--- config.mk ---
export PLATFORM = sky130hd
export DESIGN_NAME = dma_periph_rx_fifo_flat
export DESIGN_NICKNAME = d
export VERILOG_FILES = /design/src/rtl/dma_periph_rx_fifo_pkg.sv /design/src/rtl/dma_periph_rx_fifo_if.sv /design/src/rtl/dma_fifo_ram.sv /design/src/rtl/dma_periph_rx_fifo.sv /design/src/flat_wrapper.sv
export SDC_FILE = /design/constraint.sdc
export NUM_CORES = 1
export LEC_CHECK = 0
export BUFFER_PORTS_ARGS = -buffer_cell sky130_fd_sc_hd__buf_2
export CORE_UTILIZATION = 50
export CTS_BUF_LIST = sky130_fd_sc_hd__clkbuf_16
export DETAILED_ROUTE_END_ITERATION = 8
export GPL_TIMING_DRIVEN = 0
export PLACE_DENSITY = 0.67
export SLEW_MARGIN = 0
export SYNTH_ARGS = -nofsm -noshare
export SYNTH_HDL_FRONTEND = slang
export SYNTH_SLANG_ARGS = --single-unit
--- constraint.sdc ---
create_clock -name clk -period 6.5 [get_ports clk]
set_clock_uncertainty 0.05 [all_clocks]
set_input_delay 0.65 -clock clk [delete_from_list [all_inputs] [get_ports clk]]
set_output_delay 0.65 -clock clk [all_outputs]
set_load 0.02 [all_outputs]
--- src/rtl/dma_periph_rx_fifo_pkg.sv ---
// Shared constants for the DMA peripheral receive path.
//   DMA_DATA_W     : peripheral word width seen by basic_dma
//   DMA_FIFO_DEPTH : default receive FIFO depth (power of two)
//   DMA_FIFO_AFULL : default almost-full threshold
//   dma_lvl_w()    : width needed to hold a level of 0..depth inclusive
package dma_pkg;

  localparam int DMA_DATA_W     = 32;
  localparam int DMA_FIFO_DEPTH = 16;
  localparam int DMA_FIFO_AFULL = 12;

  // The level counter must represent DEPTH itself, hence the extra bit.
  function automatic int dma_lvl_w(input int depth);
    return $clog2(depth) + 1;
  endfunction

endpackage

--- src/rtl/dma_periph_rx_fifo_if.sv ---
// Handshake bundle between the peripheral, the receive FIFO and the DMA.
//   wr_valid/wr_data/wr_ready : peripheral -> FIFO valid/ready write channel
//   dma_rd                    : DMA pop request (peripheral_read)
//   dma_data/dma_data_ready   : FIFO head word towards the DMA
// master modport : the peripheral/DMA side; slave modport : the FIFO.
interface dma_periph_rx_fifo_if
  import dma_pkg::*;
#(
  parameter int DATA_W = DMA_DATA_W
);

  logic              wr_valid;
  logic [DATA_W-1:0] wr_data;
  logic              wr_ready;
  logic              dma_rd;
  logic [DATA_W-1:0] dma_data;
  logic              dma_data_ready;

  modport master (
    output wr_valid, wr_data, dma_rd,
    input  wr_ready, dma_data, dma_data_ready
  );

  modport slave (
    input  wr_valid, wr_data, dma_rd,
    output wr_ready, dma_data, dma_data_ready
  );

endinterface

--- src/rtl/dma_fifo_ram.sv ---
// Storage array for the receive FIFO: DEPTH x DATA_W, one synchronous write
// port and one asynchronous read port. Contents are never reset.
//   clk   : write clock
//   we    : write enable
//   waddr : write address
//   wdata : write data
//   raddr : read address
//   rdata : word at raddr (combinational)
module dma_fifo_ram
  import dma_pkg::*;
#(
  parameter int DATA_W = DMA_DATA_W,
  parameter int DEPTH  = DMA_FIFO_DEPTH,
  localparam int PTR_W = $clog2(DEPTH)
) (
  input  logic              clk,
  input  logic              we,
  input  logic [PTR_W-1:0]  waddr,
  input  logic [DATA_W-1:0] wdata,
  input  logic [PTR_W-1:0]  raddr,
  output logic [DATA_W-1:0] rdata
);

  logic [DATA_W-1:0] mem_q [DEPTH];

  always_ff @(posedge clk) begin
    if (we) begin
      mem_q[waddr] <= wdata;
    end
  end

  assign rdata = mem_q[raddr];

endmodule

--- src/rtl/dma_periph_rx_fifo.sv ---
// Peripheral-side ingress FIFO feeding basic_dma. First-word-fall-through:
// the head word is presented on dma_data whenever the FIFO is non-empty and
// is consumed by dma_rd.
//   clk, reset   : clock, synchronous active-high reset
//   bus          : write channel from the peripheral, read channel to the DMA
//   flush        : discard all stored words (beats a same-cycle push/pop)
//   clr_err      : clear sticky overflow/underflow (a same-cycle set wins)
//   level        : words stored, 0..DEPTH
//   almost_full  : level >= AFULL_THRESH
//   overflow     : sticky, wr_valid seen while full
//   underflow    : sticky, dma_rd seen while empty
module dma_periph_rx_fifo
  import dma_pkg::*;
#(
  parameter int DATA_W       = DMA_DATA_W,
  parameter int DEPTH        = DMA_FIFO_DEPTH,
  parameter int AFULL_THRESH = DMA_FIFO_AFULL,
  localparam int LVL_W       = dma_lvl_w(DEPTH),
  localparam int PTR_W       = $clog2(DEPTH)
) (
  input  logic                 clk,
  input  logic                 reset,
  dma_periph_rx_fifo_if.slave  bus,
  input  logic                 flush,
  input  logic                 clr_err,
  output logic [LVL_W-1:0]     level,
  output logic                 almost_full,
  output logic                 overflow,
  output logic                 underflow
);

  logic [PTR_W-1:0]  wr_ptr_q, wr_ptr_d;
  logic [PTR_W-1:0]  rd_ptr_q, rd_ptr_d;
  logic [LVL_W-1:0]  level_q, level_d;
  logic              overflow_q, overflow_d;
  logic              underflow_q, underflow_d;
  logic              empty, full, push, pop;
  logic [DATA_W-1:0] head_data;

  // Status is decoded from registered state only.
  assign empty = (level_q == '0);
  assign full  = (level_q == LVL_W'(DEPTH));

  assign bus.wr_ready       = !full && !reset;
  assign bus.dma_data_ready = !empty;
  assign bus.dma_data       = empty ? '0 : head_data;

  assign push = bus.wr_valid && !full && !reset;
  assign pop  = bus.dma_rd && !empty;

  always_comb begin
    wr_ptr_d    = wr_ptr_q;
    rd_ptr_d    = rd_ptr_q;
    level_d     = level_q;
    // Error flags ignore flush; a set in the same cycle as clr_err survives.
    overflow_d  = (overflow_q  && !clr_err) || (bus.wr_valid && full);
    underflow_d = (underflow_q && !clr_err) || (bus.dma_rd   && empty);
    if (flush) begin
      wr_ptr_d = '0;
      rd_ptr_d = '0;
      level_d  = '0;
    end else begin
      if (push) wr_ptr_d = wr_ptr_q + PTR_W'(1);
      if (pop)  rd_ptr_d = rd_ptr_q + PTR_W'(1);
      level_d = level_q + LVL_W'(push) - LVL_W'(pop);
    end
  end

  always_ff @(posedge clk) begin
    if (reset) begin
      wr_ptr_q    <= '0;
      rd_ptr_q    <= '0;
      level_q     <= '0;
      overflow_q  <= 1'b0;
      underflow_q <= 1'b0;
    end else begin
      wr_ptr_q    <= wr_ptr_d;
      rd_ptr_q    <= rd_ptr_d;
      level_q     <= level_d;
      overflow_q  <= overflow_d;
      underflow_q <= underflow_d;
    end
  end

  // A flushed push must not land in storage.
  dma_fifo_ram #(
    .DATA_W (DATA_W),
    .DEPTH  (DEPTH)
  ) u_ram (
    .clk   (clk),
    .we    (push && !flush),
    .waddr (wr_ptr_q),
    .wdata (bus.wr_data),
    .raddr (rd_ptr_q),
    .rdata (head_data)
  );

  assign level       = level_q;
  assign almost_full = (level_q >= LVL_W'(AFULL_THRESH));
  assign overflow    = overflow_q;
  assign underflow   = underflow_q;

endmodule

--- src/flat_wrapper.sv ---
// flat-port wrapper written by rule: the top's interface ports become plain ports
module dma_periph_rx_fifo_flat import dma_pkg::*;
#(
  parameter int DATA_W       = DMA_DATA_W,
  parameter int DEPTH        = DMA_FIFO_DEPTH,
  parameter int AFULL_THRESH = DMA_FIFO_AFULL,
  localparam int LVL_W       = dma_lvl_w(DEPTH),
  localparam int PTR_W       = $clog2(DEPTH)
)
  (clk, reset, flush, clr_err, level, almost_full, overflow, underflow, bus_wr_valid, bus_wr_data, bus_dma_rd, bus_wr_ready, bus_dma_data, bus_dma_data_ready);
  dma_periph_rx_fifo_if #(.DATA_W(DATA_W)) bus_i ();
  input  logic clk;
  input  logic reset;
  input  logic flush;
  input  logic clr_err;
  output logic [LVL_W-1:0] level;
  output logic almost_full;
  output logic overflow;
  output logic underflow;
  input wire logic [$bits(bus_i.wr_valid)-1:0] bus_wr_valid;
  input wire logic [$bits(bus_i.wr_data)-1:0] bus_wr_data;
  input wire logic [$bits(bus_i.dma_rd)-1:0] bus_dma_rd;
  output wire logic [$bits(bus_i.wr_ready)-1:0] bus_wr_ready;
  output wire logic [$bits(bus_i.dma_data)-1:0] bus_dma_data;
  output wire logic [$bits(bus_i.dma_data_ready)-1:0] bus_dma_data_ready;
  assign bus_i.wr_valid = bus_wr_valid;
  assign bus_i.wr_data = bus_wr_data;
  assign bus_i.dma_rd = bus_dma_rd;
  assign bus_wr_ready = bus_i.wr_ready;
  assign bus_dma_data = bus_i.dma_data;
  assign bus_dma_data_ready = bus_i.dma_data_ready;
  dma_periph_rx_fifo #(.DATA_W(DATA_W), .DEPTH(DEPTH), .AFULL_THRESH(AFULL_THRESH)) u_core (.clk(clk), .reset(reset), .bus(bus_i), .flush(flush), .clr_err(clr_err), .level(level), .almost_full(almost_full), .overflow(overflow), .underflow(underflow));
endmodule
==> flow_summary.toml, run 1 <==
[clock_network]
clk_path_buf_depth = 3
cts_num_sinks = 531
h-tree-depth = 2
clk_pin_slew_ns = 0.06
cts_hold_buf = 0
numCtsBuffers = 52
cts_tree = "done"
postCtsResizedCells = 0
clock_latency_ns = 0.61
root_buffer = "clkbuf_16"
cts_setup_buffers = 0

[sta]
max-slew-margin-rel_pct = 26.1
whs_ns = 0.216
post-route-period-util_pct = 63.9
hold_viol = 0
max_freq_ghz = 0.241
setup_tns_ns = 0
tightest_slew_ns = 1.11
finalCriticalPeriod_ns = 4.16
rsz0062_at_grt = "no"
setup_viol = 0
maxSlewViolCount = 0

[placed_design]
placed_cell_area_um2 = 22000
detailed_place_hpwl_um = 27400
port_buffers = 79
gp_congestion = 0.733

[floorplan]
core_um2 = 40100
die-area_um2 = 41800
io_pins = 80
fp-row-count = 73
start_util_pct = 51.0
die_w_um = 204
die_height_um = 204

[routing]
first_pass_iters = 6
viasPerCell = 5.89
ant_nets = 0
drtIter0Drc = 943
routedWlPerCell_um = 25.7
routed_wl_um = 44600
drc = 0
vias = 10200

[critical_path]
path_cells = "clkbuf_1, buf_2, buf_2, buf_1, mux4_2, a221o_1, buf_2"
max_stage_delay_ns = 0.81
r2r_setup_slack_ns = 3.49
cp_slowest_cell = "buf_1"
arrival_ns = 3.46
critPathKind = "flip-flop to output pin"
cp-end-kind = "output pin"
cp_data_required_time_ns = 5.80
setup.worst_path.start_class = "flip-flop"
cpMostUsedCell = "buf_2"
crit_path_max_fanout = 10

[worst_hold_path]
hp-class = "input port to flip-flop"

[layout]
nets = 1222
fillers = 2941
final_area_um2 = 23600
final_cell_mix = "512 x edfxtp_1, 129 x mux2i_1, 101 x buf_2"
final_common_cell = "edfxtp_1"
drive_gt1_share_pct = 22.6
utilization_pct = 58.8
syn_to_final_growth_pct = 15.1

[logic_synthesis]
syn_inst = 1020
synth_top_family_by_area = "multiplexers"
ys_types = 36
synth_compound_area_share_pct = 4.18
syn-cell-area_um2 = 20500
synthXorXnorAreaFrac_pct = 0.385
avgSynthCellArea_um2 = 20.1
synth_enable_flop_cells = 512
synth_simple_gate_area_share_pct = 2.58
synth_fa_ha_area_share_pct = 0.892
ys.flop_type = "edfxtp_1"
ys_seq_elements = 531
synthMuxAreaShare_pct = 13.4
syn_nets = 1072
ys_warn_count = 0
async_flop_share_pct = 0
ys_seq_area_share_pct = 77.0

[pwr]
ir_worst_vdd_uv = 263
p_total_mw = 7.91
p_per_area_nw_per_um2 = 335
leakage_nw = 7.54

[grt]
antenna_found_initial = 1
grt_use_total_pct = 22.0
grt_overflow = 0
grt_pass1_vias = 10500
grt_max_degree = 23
grt_pass1_wl_um = 66300

[job]
cap_viol_max_count = 0

[run_status]
status = "complete, no violations"
-- kinds of logic after synthesis --
family,after synthesis
XOR/XNOR,9
AND/OR/NAND/NOR,97
AO/OA/AOI/OAI,104
flip-flops,531
buffers and inverters,72
adder cells (fa/ha/maj),14
multiplexers,193
-- sequential cells by signal, indices dropped and copies added, names as in the netlist, named ones only --
signal	cells
u_core.level	5
u_core.overflow	1
u_core.rd_ptr_q	4
u_core.u_ram.mem_q	512
u_core.underflow	1
u_core.wr_ptr_q	4
-- through the flow --
stage | instances | setup slack, ns
after global placement | 1624 | 1.31
after floorplan | 1020 | 3.20
final | 1736 | 2.34
after global routing | 1735 | 2.24
after CTS | 1735 | 2.33
after detailed placement | 1641 | 2.98
-- cell usage after synthesis, drive strengths merged (2+ instances only) --
master / instances / area share (%)
buf: 31 / 0.89
mux4: 64 / 7.0
xor2: 5 / 0.21
edfxtp: 512 / 75
clkbuf: 27 / 0.50
nor2b: 6 / 0.22
nor2: 35 / 0.64
and2: 2 / 0.061
and3: 35 / 1.1
ha: 13 / 0.79
dfxtp: 19 / 1.9
a221o: 33 / 1.6
nand2: 7 / 0.13
xnor2: 4 / 0.17
mux2i: 129 / 6.3
nand3: 5 / 0.12
a22oi: 64 / 2.3
a21oi: 4 / 0.098
inv: 14 / 0.26
-- layer usage --
metal	track usage (%)	vias to the layer above	wire (µm)
li1	-	4490	-
met3	4.35	76	3060
met2	34.6	376	21300
met5	0	-	0
met4	7.25	0	1130
met1	31.1	5291	19000
-- layout make-up --
cell class                      count  area, µm²  area share (%)
Sequential cell                   531      15800            66.8
Multi-Input combinational cell    417       4500            19.1
Clock buffer                       52       1300            5.52
Timing Repair Buffer               96        796            3.38
Tap cell                          525        657            2.79
Buffer                             58        284            1.21
Clock inverter                     42        224           0.950
Inverter                           14       52.6           0.223
Antenna cell                        1       2.50          0.0106
-- final timing paths --
check | to | cells after the start | start
setup / recovery | bus_dma_data[24] | 7 | flip-flop
hold / removal | u_core.underflow | 2 | reset
setup reg to reg | u_core.level[4] | 14 | u_core.level[2]
hold reg to reg | u_core.rd_ptr_q[1] | 2 | u_core.rd_ptr_q[1]
-- power by group --
part	internal, mW	switching (mW)
combinational	0.548	0.848
sequential	3.78	0.0230
clock	1.49	1.22
total	5.82	2.09
-- worst max-delay path: cells and delay by family (launching register included) --
family,cells,cell delay [ns]
buf+inv,5,1.79
compound gates,1,0.33
mux,1,0.42
flops,1,0.31
Power figures use the tool's default switching activity.
==> inputs of run 2 (changes only) <==
PLACE_DENSITY = 0.69   (was 0.67)
clock period = 3.4 ns   (was 6.5 ns; I/O delays follow)
==> flow_summary.toml, run 2 (same netlist as run 1, synthesis figures left out) <==
[run_status]
status = "complete, no violations"

[sta]
max-slew-margin-rel_pct = 50.0
hold_viol = 0
post-route-period-util_pct = 96.5
maxSlewViolCount = 0
tightest_slew_ns = 0.748
max_freq_ghz = 0.305
finalCriticalPeriod_ns = 3.28
rsz0062_at_grt = "yes"
setup_viol = 0
fin_ws_ns = 0.119

[floorplan]
io_pins = 80
die_w_um = 204
die-area_um2 = 41800
start_util_pct = 51.0
die_height_um = 204
fp-row-count = 73
core_um2 = 40100

[critical_path]
rr_worst_depth = 14
cpMostUsedCell = "clkbuf_1"
cp_top_family = "buffers and inverters"
setup.worst_path.start_class = "flip-flop"
cp-end-kind = "output pin"
cp.depth = 7
path_cells = "and2_1, clkbuf_1, clkbuf_1, a22oi_1, and3_1, a221o_1, buf_2"
arrival_ns = 2.89
crit-reg2reg-capture = "u_core.level[4]"
critical_path_buf_inv_count = 3
cp_slowest_cell = "clkbuf_1"
endpoint = "bus_dma_data[29]"
cp_data_required_time_ns = 3.01
r2r_setup_slack_ns = 0.36
max_stage_delay_ns = 0.52
crit_path_max_fanout = 10
r2r-start = "u_core.level[2]"
critPathKind = "flip-flop to output pin"

[routing]
drc = 0
viasPerCell = 5.89
routed_wl_um = 44200
ant_nets = 0
routedWlPerCell_um = 25.6
first_pass_iters = 5
vias = 10200
drtIter0Drc = 930

[layout]
final_cell_mix = "512 x edfxtp_1, 129 x mux2i_1, 97 x buf_2"
largest_reg_flops = 512
utilization_pct = 58.8
final_common_cell = "edfxtp_1"
diodes = 0
syn_to_final_growth_pct = 15.1
fillers = 2852
regMostFlops = "u_core.u_ram.mem_q"
nets = 1222
drive_gt1_share_pct = 24.4

[job]
cap_viol_max_count = 0

[placed_design]
gp_congestion = 0.752
detailed_place_hpwl_um = 28100
port_buffers = 79
pre_cts_ws_ns = 0.213

[clock_network]
cts_tree = "done"
clock_latency_ns = 0.56
clk_pin_slew_ns = 0.06
numCtsBuffers = 51
root_buffer = "clkbuf_16"
cts_num_sinks = 531
clk_path_buf_depth = 3
h-tree-depth = 2

[grt]
grt_pass1_wl_um = 65800
antenna_found_initial = 0
grt_overflow = 0
grt_use_total_pct = 21.7
grt_pass1_vias = 10400
grt_max_degree = 19

[worst_hold_path]
hp-start = "clr_err"
hp-class = "input port to flip-flop"

[pwr]
leakage_nw = 7.59
p_per_area_nw_per_um2 = 637
ir_worst_vdd_uv = 446
p_total_mw = 15.0
## run 2: stage by stage
stage | instances | TNS [ns] | hold WS [ns] | cell area [µm²]
final | 1728 | 0 | 0.0511 | 23600
after floorplan | 1020 | 0 | 0.362 | 20500
after global routing | 1728 | -0.0212 | 0.0711 | 23600
after detailed placement | 1640 | 0 | 0.448 | 22000
after global placement | 1624 | -623.95 | 0.442 | 21500
after CTS | 1728 | -0.000189 | 0.0359 | 23500
## run 2: power breakdown
group	internal (mW)	leakage, nW	switching, mW	total [mW]
Combinational	1.07	2.04	1.64	2.71
Sequential	7.23	4.76	0.0484	7.27
Clock	2.77	0.789	2.24	5.01
## run 2: worst reg2reg max path, stage by stage, from the launching register on
cell and delay [ns]:
dfxtp_1 0.36, inv_1 0.10, ha_1 0.18, or4b_4 0.46
buf_6 0.16, nand2_1 0.12, inv_1 0.07, ha_1 0.27
inv_1 0.04, ha_1 0.21, fa_1 0.45, a21oi_1 0.18
o21bai_1 0.09, xnor2_1 0.14, nor2_1 0.05
## run 2: what timing repair did
| item | in CTS | in global routing |
|---|---|---|
| hold buffers | 2 | 0 |
| endpoints found under the hold margin | 2 | 0 |
| gates resized for setup | 27 | 22 |
| setup buffers | 0 | 0 |
| setup endpoints to repair | 32 | 32 |
| cloned | 0 | 0 |
## run 2: area by class of cell
type,count,area (µm²),area share (%)
multi-input combinational,417,4500,19.1
clock inverter,35,183,0.775
sequential,531,15800,66.9
inverter,14,52.6,0.223
timing repair buffer,97,803,3.41
clock buffer,51,1280,5.42
buffer,58,340,1.44
tap,525,657,2.79
## run 2: worst min path at each step
| stage | endpoint | depth (start not counted) |
|---|---|---|
| after floorplan | u_core.underflow | 1 |
| after global placement | u_core.rd_ptr_q[1] | 2 |
| after detailed placement | u_core.rd_ptr_q[1] | 2 |
| after CTS | u_core.overflow | 4 |
| after global routing | u_core.overflow | 4 |
| final | u_core.overflow | 4 |
## run 2: metal layers
layer / up-vias / wire length, µm / track usage (%) / share of wire (%)
met5: - / 0 / 0 / 0
met4: 0 / 772 / 5.57 / 1.7
met3: 55 / 2740 / 3.81 / 6.2
met2: 333 / 22200 / 36.3 / 50
met1: 5314 / 18500 / 29.7 / 42
li1: 4483 / - / - / -
